===== src/rtl/cram_async_ctrl_if.sv =====
// Signal bundle between fabric logic, the CRAM access controller and the CRAM pin stage.
// slave = controller side; master = fabric/pin-stage side.
interface cram_async_ctrl_if;
   logic        req_valid;
   logic        req_ready;
   logic        req_write;
   logic [22:0] req_addr;
   logic [15:0] req_wdata;
   logic [1:0]  req_be;
   logic        rsp_valid;
   logic [15:0] rsp_rdata;
   logic [15:0] cram_data_out;
   logic [15:0] cram_data_in;
   logic [5:0]  cram_a;
   logic        cram_clk;
   logic        cram_cre;
   logic        cram_adv_n;
   logic        cram_ce0_n;
   logic        cram_ce1_n;
   logic        cram_oe_n;
   logic        cram_we_n;
   logic        cram_ub_n;
   logic        cram_lb_n;

   modport slave (
      input  req_valid, req_write, req_addr, req_wdata, req_be, cram_data_in,
      output req_ready, rsp_valid, rsp_rdata, cram_data_out, cram_a, cram_clk, cram_cre,
             cram_adv_n, cram_ce0_n, cram_ce1_n, cram_oe_n, cram_we_n, cram_ub_n, cram_lb_n
   );

   modport master (
      output req_valid, req_write, req_addr, req_wdata, req_be, cram_data_in,
      input  req_ready, rsp_valid, rsp_rdata, cram_data_out, cram_a, cram_clk, cram_cre,
             cram_adv_n, cram_ce0_n, cram_ce1_n, cram_oe_n, cram_we_n, cram_ub_n, cram_lb_n
   );
endinterface


===== src/rtl/cram_async_ctrl.sv =====
// Single-word asynchronous access sequencer for the multiplexed cellular RAM.
// Every output is registered and computed from the next state plus the latched request.
module cram_async_ctrl #(
   parameter int ADDR_CYCLES     = 2,
   parameter int READ_CYCLES     = 8,
   parameter int WRITE_CYCLES    = 6,
   parameter int RECOVERY_CYCLES = 2
) (
   input logic               clk,
   input logic               reset,
   cram_async_ctrl_if.slave  bus
);
   localparam int MAX_AR = (ADDR_CYCLES > READ_CYCLES) ? ADDR_CYCLES : READ_CYCLES;
   localparam int MAX_WC = (WRITE_CYCLES > RECOVERY_CYCLES) ? WRITE_CYCLES : RECOVERY_CYCLES;
   localparam int MAXP   = (MAX_AR > MAX_WC) ? MAX_AR : MAX_WC;
   localparam int CNT_W  = $clog2(MAXP) + 1;

   typedef enum logic [2:0] {IDLE, ADDR, HOLD, ACCESS, RECOVER} state_t;

   state_t             state_q, state_d;
   logic [CNT_W-1:0]   cnt_q, cnt_d;
   logic               write_q;
   logic [22:0]        addr_q;
   logic [15:0]        wdata_q;
   logic [1:0]         be_q;
   logic               accept;
   logic               writeCur;
   logic [22:0]        addrCur;
   logic [15:0]        wdataCur;
   logic [1:0]         beCur;
   logic               ready_q, ready_d;
   logic               rspValid_q, rspValid_d;
   logic [15:0]        rdata_q, rdata_d;
   logic [15:0]        dataOut_q, dataOut_d;
   logic [5:0]         a_q, a_d;
   logic               adv_q, adv_d, ce0_q, ce0_d, ce1_q, ce1_d;
   logic               oe_q, oe_d, we_q, we_d, ub_q, ub_d, lb_q, lb_d;

   assign accept   = (state_q == IDLE) && bus.req_valid;
   assign writeCur = accept ? bus.req_write : write_q;
   assign addrCur  = accept ? bus.req_addr  : addr_q;
   assign wdataCur = accept ? bus.req_wdata : wdata_q;
   assign beCur    = accept ? bus.req_be    : be_q;

   // Phase sequencing: the counter reloads with length-1 on entry and the phase ends at zero.
   always_comb begin
      state_d = state_q;
      cnt_d   = cnt_q;
      case (state_q)
         IDLE: if (bus.req_valid) begin
            state_d = ADDR;
            cnt_d   = CNT_W'(ADDR_CYCLES - 1);
         end
         ADDR: if (cnt_q == '0) begin
            state_d = HOLD;
            cnt_d   = '0;
         end else cnt_d = cnt_q - 1'b1;
         HOLD: begin
            state_d = ACCESS;
            cnt_d   = write_q ? CNT_W'(WRITE_CYCLES - 1) : CNT_W'(READ_CYCLES - 1);
         end
         ACCESS: if (cnt_q == '0) begin
            state_d = RECOVER;
            cnt_d   = CNT_W'(RECOVERY_CYCLES - 1);
         end else cnt_d = cnt_q - 1'b1;
         RECOVER: if (cnt_q == '0) state_d = IDLE;
                  else cnt_d = cnt_q - 1'b1;
         default: begin
            state_d = IDLE;
            cnt_d   = '0;
         end
      endcase
   end

   // Pin values for the cycle that the next state will occupy.
   always_comb begin
      ready_d    = (state_d == IDLE);
      rspValid_d = 1'b0;
      rdata_d    = rdata_q;
      dataOut_d  = dataOut_q;
      a_d        = a_q;
      adv_d      = 1'b1;
      ce0_d      = 1'b1;
      ce1_d      = 1'b1;
      oe_d       = 1'b1;
      we_d       = 1'b1;
      ub_d       = 1'b1;
      lb_d       = 1'b1;
      case (state_d)
         IDLE: begin
            dataOut_d = '0;
            a_d       = '0;
         end
         ADDR, HOLD, ACCESS: begin
            ce0_d     = addrCur[22];
            ce1_d     = ~addrCur[22];
            a_d       = addrCur[21:16];
            dataOut_d = addrCur[15:0];
            adv_d     = (state_d != ADDR);
            ub_d      = writeCur ? ~beCur[1] : 1'b0;
            lb_d      = writeCur ? ~beCur[0] : 1'b0;
            if (state_d == ACCESS) begin
               if (writeCur) begin
                  we_d      = 1'b0;
                  dataOut_d = wdataCur;
               end else begin
                  oe_d = 1'b0;
               end
            end
         end
         default: ;
      endcase
      if ((state_q == ACCESS) && (state_d == RECOVER)) begin
         rspValid_d = 1'b1;
         if (!write_q) rdata_d = bus.cram_data_in;
      end
   end

   // State, latched request and registered outputs; reset drops every strobe at once.
   always_ff @(posedge clk or posedge reset) begin
      if (reset) begin
         state_q    <= IDLE;
         cnt_q      <= '0;
         write_q    <= 1'b0;
         addr_q     <= '0;
         wdata_q    <= '0;
         be_q       <= '0;
         ready_q    <= 1'b1;
         rspValid_q <= 1'b0;
         rdata_q    <= '0;
         dataOut_q  <= '0;
         a_q        <= '0;
         adv_q      <= 1'b1;
         ce0_q      <= 1'b1;
         ce1_q      <= 1'b1;
         oe_q       <= 1'b1;
         we_q       <= 1'b1;
         ub_q       <= 1'b1;
         lb_q       <= 1'b1;
      end else begin
         state_q    <= state_d;
         cnt_q      <= cnt_d;
         write_q    <= writeCur;
         addr_q     <= addrCur;
         wdata_q    <= wdataCur;
         be_q       <= beCur;
         ready_q    <= ready_d;
         rspValid_q <= rspValid_d;
         rdata_q    <= rdata_d;
         dataOut_q  <= dataOut_d;
         a_q        <= a_d;
         adv_q      <= adv_d;
         ce0_q      <= ce0_d;
         ce1_q      <= ce1_d;
         oe_q       <= oe_d;
         we_q       <= we_d;
         ub_q       <= ub_d;
         lb_q       <= lb_d;
      end
   end

   assign bus.req_ready     = ready_q;
   assign bus.rsp_valid     = rspValid_q;
   assign bus.rsp_rdata     = rdata_q;
   assign bus.cram_data_out = dataOut_q;
   assign bus.cram_a        = a_q;
   assign bus.cram_clk      = 1'b0;
   assign bus.cram_cre      = 1'b0;
   assign bus.cram_adv_n    = adv_q;
   assign bus.cram_ce0_n    = ce0_q;
   assign bus.cram_ce1_n    = ce1_q;
   assign bus.cram_oe_n     = oe_q;
   assign bus.cram_we_n     = we_q;
   assign bus.cram_ub_n     = ub_q;
   assign bus.cram_lb_n     = lb_q;
endmodule


===== src/flat_wrapper.sv =====
// flat-port wrapper written by rule: the top's interface ports become plain ports
module cram_async_ctrl_flat 
#(
   parameter int ADDR_CYCLES     = 2,
   parameter int READ_CYCLES     = 8,
   parameter int WRITE_CYCLES    = 6,
   parameter int RECOVERY_CYCLES = 2
)
  (clk, reset, bus_req_valid, bus_req_write, bus_req_addr, bus_req_wdata, bus_req_be, bus_cram_data_in, bus_req_ready, bus_rsp_valid, bus_rsp_rdata, bus_cram_data_out, bus_cram_a, bus_cram_clk, bus_cram_cre, bus_cram_adv_n, bus_cram_ce0_n, bus_cram_ce1_n, bus_cram_oe_n, bus_cram_we_n, bus_cram_ub_n, bus_cram_lb_n);
  cram_async_ctrl_if bus_i ();
  input logic clk;
  input logic reset;
  input wire logic [$bits(bus_i.req_valid)-1:0] bus_req_valid;
  input wire logic [$bits(bus_i.req_write)-1:0] bus_req_write;
  input wire logic [$bits(bus_i.req_addr)-1:0] bus_req_addr;
  input wire logic [$bits(bus_i.req_wdata)-1:0] bus_req_wdata;
  input wire logic [$bits(bus_i.req_be)-1:0] bus_req_be;
  input wire logic [$bits(bus_i.cram_data_in)-1:0] bus_cram_data_in;
  output wire logic [$bits(bus_i.req_ready)-1:0] bus_req_ready;
  output wire logic [$bits(bus_i.rsp_valid)-1:0] bus_rsp_valid;
  output wire logic [$bits(bus_i.rsp_rdata)-1:0] bus_rsp_rdata;
  output wire logic [$bits(bus_i.cram_data_out)-1:0] bus_cram_data_out;
  output wire logic [$bits(bus_i.cram_a)-1:0] bus_cram_a;
  output wire logic [$bits(bus_i.cram_clk)-1:0] bus_cram_clk;
  output wire logic [$bits(bus_i.cram_cre)-1:0] bus_cram_cre;
  output wire logic [$bits(bus_i.cram_adv_n)-1:0] bus_cram_adv_n;
  output wire logic [$bits(bus_i.cram_ce0_n)-1:0] bus_cram_ce0_n;
  output wire logic [$bits(bus_i.cram_ce1_n)-1:0] bus_cram_ce1_n;
  output wire logic [$bits(bus_i.cram_oe_n)-1:0] bus_cram_oe_n;
  output wire logic [$bits(bus_i.cram_we_n)-1:0] bus_cram_we_n;
  output wire logic [$bits(bus_i.cram_ub_n)-1:0] bus_cram_ub_n;
  output wire logic [$bits(bus_i.cram_lb_n)-1:0] bus_cram_lb_n;
  assign bus_i.req_valid = bus_req_valid;
  assign bus_i.req_write = bus_req_write;
  assign bus_i.req_addr = bus_req_addr;
  assign bus_i.req_wdata = bus_req_wdata;
  assign bus_i.req_be = bus_req_be;
  assign bus_i.cram_data_in = bus_cram_data_in;
  assign bus_req_ready = bus_i.req_ready;
  assign bus_rsp_valid = bus_i.rsp_valid;
  assign bus_rsp_rdata = bus_i.rsp_rdata;
  assign bus_cram_data_out = bus_i.cram_data_out;
  assign bus_cram_a = bus_i.cram_a;
  assign bus_cram_clk = bus_i.cram_clk;
  assign bus_cram_cre = bus_i.cram_cre;
  assign bus_cram_adv_n = bus_i.cram_adv_n;
  assign bus_cram_ce0_n = bus_i.cram_ce0_n;
  assign bus_cram_ce1_n = bus_i.cram_ce1_n;
  assign bus_cram_oe_n = bus_i.cram_oe_n;
  assign bus_cram_we_n = bus_i.cram_we_n;
  assign bus_cram_ub_n = bus_i.cram_ub_n;
  assign bus_cram_lb_n = bus_i.cram_lb_n;
  cram_async_ctrl #(.ADDR_CYCLES(ADDR_CYCLES), .READ_CYCLES(READ_CYCLES), .WRITE_CYCLES(WRITE_CYCLES), .RECOVERY_CYCLES(RECOVERY_CYCLES)) u_core (.clk(clk), .reset(reset), .bus(bus_i));
endmodule

===== config.mk =====
export PLATFORM = sky130hd
export DESIGN_NAME = cram_async_ctrl_flat
export DESIGN_NICKNAME = d
export VERILOG_FILES = /design/src/rtl/cram_async_ctrl_if.sv /design/src/rtl/cram_async_ctrl.sv /design/src/flat_wrapper.sv
export SDC_FILE = /design/constraint.sdc
export NUM_CORES = 1
export LEC_CHECK = 0
export CAP_MARGIN = 20
export CELL_PAD_IN_SITES_DETAIL_PLACEMENT = 0
export CELL_PAD_IN_SITES_GLOBAL_PLACEMENT = 1
export CORE_MARGIN = 3
export CORE_UTILIZATION = 33
export DETAILED_ROUTE_END_ITERATION = 10
export GPL_TIMING_DRIVEN = 0
export PLACE_DENSITY_LB_ADDON = 0.3
export SKIP_LAST_GASP = 1
export SLEW_MARGIN = 40
export SYNTH_ARGS = -nofsm -noshare
export SYNTH_HDL_FRONTEND = slang
export SYNTH_SLANG_ARGS = --single-unit
export TNS_END_PERCENT = 5

===== constraint.sdc =====
create_clock -name clk -period 5.66 [get_ports clk]
set_clock_uncertainty 0.1 [all_clocks]
set_input_delay 1.415 -clock clk [delete_from_list [all_inputs] [get_ports clk]]
set_output_delay 1.415 -clock clk [all_outputs]
set_load 0.1 [all_outputs]

==> results.cfg, run 1 <==
[floorplanning]
die_w_um = 121
core_area_um2 = 12800
initial_core_util = 0.342
dieHeight_um = 121
io_pins = 110
die_area_um2 = 14700
rows = 41

[drt]
drc = 0
route.final.wire_length_mm = 11.0
dr.pass1.iters = 4
drtIter0Drc = 188
vias_per_cell = 4.88
vias = 3325
wl_per_cell_um = 16.1
drtAntennaViolNets = 0

[clock_tree]
post_cts_buffers = 0
path_clk_slew_ns = 0.06
insertion_delay_ns = 0.34
clock_path_buffers = 2
htree_levels = 3
cts_root_buf = clkbuf_16
cts_resized = 0
numCtsBuffers = 9
clock_sinks = 96
holdBufCountCts = 0
cts_tree = done

[worst_setup_path]
crit_slowest_cell = clkdlybuf4s50_1
critPathBufInv = 5
path_max_fanout = 10
critPathRequiredTime_ns = 5.79
cp-end-kind = register
path_cells = clkdlybuf4s50_1 -> or4b_4 -> buf_6 -> buf_6 -> buf_2 -> clkbuf_1 -> nand2_1 -> nand2_1
criticalPathCategory = in -> reg
crit_family = buffers and inverters
worst_setup_path_start_kind = input port
cp_slowest_stage_delay_ns = 0.59
cp.arrival_ns = 3.53

[synth]
synth_warnings = 0
synth_cell_type_count = 46
async_flop_share = 1.00
syn_area_um2 = 4380
synth_most_common_cell = dfrtp_1
ys_ff_latch = 96
yosysTopAreaCell = dfrtp_1
synth_area_per_cell_um2 = 11.4
syn_inst = 385
synth_edf_count = 0
yosys-top-cells-area = dfrtp_1 50%, nand2_1 6.9%, nor3b_1 5.5%
yosys.area.top_type_share = 0.503
synth_commonest_cells = 88 x dfrtp_1, 81 x nand2_1, 32 x nor3b_1
ys_seq_area_frac = 0.551
synth_flop_cell = dfrtp_1

[place]
detailed_place_hpwl_mm = 7.65
port_buffers = 107
gp_congestion = 0.781

[layout]
nFillCells = 1270
syn2layout_area_growth_pct = 32.2
num_antenna_cells = 0
drive_gt1_frac = 0.255
final_nets = 567

[timing]
hold_viol_final = 0
rsz0062_at_grt = no
finalCriticalPeriod_ns = 3.40
setup_tns_ns = 0
setup_viol = 0
slew_headroom = 0.499
fmax_mhz = 294
drv_slew = 0
tightest_slew_ns = 0.752
period_share = 0.601

[grt]
grt_overflow = 0
grt_usage = 0.154
first_global_vias = 3448
grt_pass1_wl_mm = 17.9
antenna_found_initial = 0
grt_max_degree = 59

[status]
outcome = completed

[flow_run]
maxCapViolCount = 0

[min_path]
hold_path_class = reg -> reg
## cells by family after synthesis
logic type,count (synthesis),share of synthesized area
buffers and inverters,36,0.0474
multiplexers,33,0.0974
AO/OA/AOI/OAI,77,0.132
XOR/XNOR,2,0.00400
flip-flops,96,0.551
adder cells (fa/ha/maj),1,0.00286
AND/OR/NAND/NOR,139,0.165
other,1,0.000856
## worst min-delay path, stage by stage (launching register included)
cell	delay, ns
dfrtp_1	0.32
nand2_1	0.04
nand2_1	0.07
## through the flow
step                      std cells  setup slack [ns]  area, um^2   util  hold slack (ns)
final                           682              2.26        5790  0.452            0.374
after CTS                       682              2.24        5790  0.452            0.374
after global placement          665            0.0953        5670  0.442            0.352
after detailed placement        666              1.90        5470  0.427            0.358
after global routing            682              2.11        5790  0.452            0.398
after floorplan                 386              1.65        4390      -            0.336
## layout by cell type, fill, tap and decap left out, drive strengths merged, types with 2 or more instances in the layout
master	instances
a21oi	6
a22o	8
a32o	16
buf	67
bufinv	2
clkbuf	21
clkdlybuf4s50	60
clkinv	2
clkinvlp	2
conb	2
dfrtp	88
dfstp	8
inv	6
mux2	32
nand2	81
nand2b	4
nor2	9
nor3	3
nor3b	33
o21ai	20
o21bai	16
o22ai	2
xor2	2
## layout make-up
type	instances	area, um^2	area share
multi-input cells	254	1770	0.305
clock inverters	7	93.8	0.0162
plain buffers	31	189	0.0326
inverters	5	26.3	0.00454
flip-flops and latches	96	2410	0.417
clock buffers	9	225	0.0389
repair buffers	108	863	0.149
well taps	172	215	0.0372
## state kept, by name, indices dropped and copies added (netlist names)
name	cells
u_core.bus.cram_oe_n	1
u_core.bus.cram_ce1_n	1
u_core.state_q	3
u_core.bus.cram_adv_n	1
u_core.bus.cram_a	6
u_core.bus.rsp_rdata	16
u_core.bus.req_ready	1
u_core.be_q	2
u_core.cnt_q	4
u_core.wdata_q	16
u_core.write_q	1
u_core.bus.cram_ce0_n	1
u_core.bus.rsp_valid	1
u_core.bus.cram_we_n	1
u_core.bus.cram_ub_n	1
u_core.addr_q	23
u_core.bus.cram_data_out	16
u_core.bus.cram_lb_n	1
## worst paths after layout
| kind | from | end | slack, ns | depth (start not counted) |
|---|---|---|---|---|
| worst min register to register | u_core.addr_q[17]$_DFF_PP0_ | u_core.addr_q[17]$_DFF_PP0_ | 0.37 | 2 |
| max in group asynchronous | reset | u_core.bus.cram_we_n$_DFF_PP1_ | 3.51 | 3 |
| worst max-delay path | bus_req_valid | u_core.wdata_q[13]$_DFF_PP0_ | 2.26 | 8 |
| min in group asynchronous | reset | u_core.cnt_q[1]$_DFFE_PP0P_ | 1.35 | 2 |
| worst min-delay path | u_core.addr_q[17]$_DFF_PP0_ | u_core.addr_q[17]$_DFF_PP0_ | 0.37 | 2 |
| worst max register to register | u_core.cnt_q[0]$_DFFE_PP0P_ | u_core.bus.cram_data_out[2]$_DFFE_PP0P_ | 3.05 | 7 |
## per-layer routing
layer	GRT usage	wire (um)
met5	0	0
met4	0.0420	129
met3	0.0368	694
met2	0.244	4980
met1	0.212	5180
Power of run 1 is left out: the tool's default activity adds up to more than one toggle a clock period on the data nets, which glitch-free logic cannot reach.
==> inputs of run 2 (changes only) <==
==> constraint.sdc (replaced) <==
create_clock -name clk -period 3.4 [get_ports clk]
set_clock_uncertainty 0.1 [all_clocks]
set_input_delay 0.85 -clock clk [delete_from_list [all_inputs] [get_ports clk]]
set_output_delay 0.85 -clock clk [all_outputs]
set_load 0.1 [all_outputs]
==> results.cfg, run 2 (synthesis gave the netlist of run 1 again) <==
[timing]
holdWs_ns = 0.371
period_share = 0.835
setup_tns_ns = 0
rsz0062_at_grt = no
hold_viol_final = 0
tightest_slew_ns = 0.757
fmax_mhz = 352
slew_headroom = 0.495
setup_viol = 0
drv_slew = 0
finalCriticalPeriod_ns = 2.84

[layout]
largest_reg_flops = 23
final_cell_mix = 88 x dfrtp_1, 81 x nand2_1, 60 x clkdlybuf4s50_1
num_antenna_cells = 0
final_common_cell = dfrtp_1
largest_register = u_core.addr_q
final_nets = 570
drive_gt1_frac = 0.255
syn2layout_area_growth_pct = 33.0

[flow_run]
maxCapViolCount = 0

[floorplanning]
core_area_um2 = 12800
io_pins = 110
die_area_um2 = 14700
rows = 41
initial_core_util = 0.342
die_w_um = 121
dieHeight_um = 121

[clock_tree]
post_cts_buffers = 0
clock_path_buffers = 2
htree_levels = 3
numCtsBuffers = 9
clock_sinks = 96
holdBufCountCts = 0
path_clk_slew_ns = 0.06
insertion_delay_ns = 0.34
cts_resized = 0
cts_tree = done
cts_root_buf = clkbuf_16

[worst_setup_path]
path_max_fanout = 10
cp.arrival_ns = 2.97
worst_setup_path_start_kind = input port
reg2reg_depth = 7
criticalPathCategory = in -> reg
cp_slowest_stage_delay_ns = 0.59
worstSetupEndpoint = u_core.wdata_q[6]$_DFF_PP0_
r2r_end = u_core.bus.cram_data_out[2]$_DFFE_PP0P_
path_cells = clkdlybuf4s50_1 -> or4b_4 -> buf_6 -> buf_6 -> buf_2 -> clkbuf_1 -> nand2_1 -> nand2_1
crit_slowest_cell = clkdlybuf4s50_1
critPathRequiredTime_ns = 3.53
crit_start = bus_req_valid
cp-end-kind = register
r2r_slack_ns = 0.81
r2r-start = u_core.cnt_q[0]$_DFFE_PP0P_

[drt]
vias_per_cell = 4.81
drtIter0Drc = 163
drtAntennaViolNets = 0
route.final.wire_length_mm = 11.0
drc = 0
wl_per_cell_um = 16.0
dr.pass1.iters = 4
vias = 3295

[grt]
antenna_found_initial = 0
grt_busiest_layer = met2
grt_pass1_wl_mm = 17.8
grt_overflow = 0
gr-usage-met1 = 0.220
first_global_vias = 3386
grt_max_degree = 25
grt_usage = 0.154
use_met2 = 0.235
use_met3 = 0.0415

[status]
outcome = completed

[place]
gp_congestion = 0.771
detailed_place_hpwl_mm = 7.87
port_buffers = 107

[min_path]
hold_path_class = reg -> reg
## run 2: cell types whose count changed in the layout (fill, tap and decap cells not counted), moves of 2 or more
cell	previous run	this run
buf_16	1	4
bufinv_16	2	0
clkbuf_1	12	14
clkbuf_8	0	2
## run 2: how the worst min path moves through the flow
stage	startpoint	depth (start not counted)	end
global placement	u_core.be_q[0]$_DFF_PP0_	2	u_core.be_q[0]$_DFF_PP0_
finish	u_core.addr_q[20]$_DFF_PP0_	2	u_core.addr_q[20]$_DFF_PP0_
CTS	u_core.be_q[1]$_DFF_PP0_	2	u_core.be_q[1]$_DFF_PP0_
global route	u_core.addr_q[16]$_DFF_PP0_	2	u_core.addr_q[16]$_DFF_PP0_
detailed placement	u_core.be_q[1]$_DFF_PP0_	2	u_core.be_q[1]$_DFF_PP0_
floorplan	u_core.be_q[1]$_DFF_PP0_	2	u_core.be_q[1]$_DFF_PP0_
## run 2: layout make-up
class | instances | area, um^2
Fill cell | 1238 | 7000
Sequential cell | 96 | 2410
Multi-Input combinational cell | 254 | 1770
Timing Repair Buffer | 111 | 946
Clock buffer | 13 | 260
Tap cell | 172 | 215
Buffer | 31 | 189
Inverter | 5 | 22.5
Clock inverter | 3 | 18.8
## run 2: layer usage
metal | vias up | wire length (um)
met3 | 4 | 658
met2 | 100 | 5020
met4 | 0 | 53
li1 | 1595 | -
met1 | 1596 | 5240
met5 | - | 0
## run 2: worst max-delay path, delay by kind of cell
kind                   cells  cell delay [ns]
buffers and inverters      5             1.37
AND/OR/NAND/NOR            3             0.73
## run 2: metrics by stage
step	setup WS [ns]	cells	area, um^2	util
6_report	0.561	685	5830	0.455
5_1_grt	0.390	685	5830	0.455
4_1_cts	0.561	685	5830	0.455
3_5_place_dp	0.213	669	5550	0.433
3_3_place_gp	0.212	665	5680	0.443
2_1_floorplan	1.02	386	4390	-
Power of run 2 is left out for the same reason.
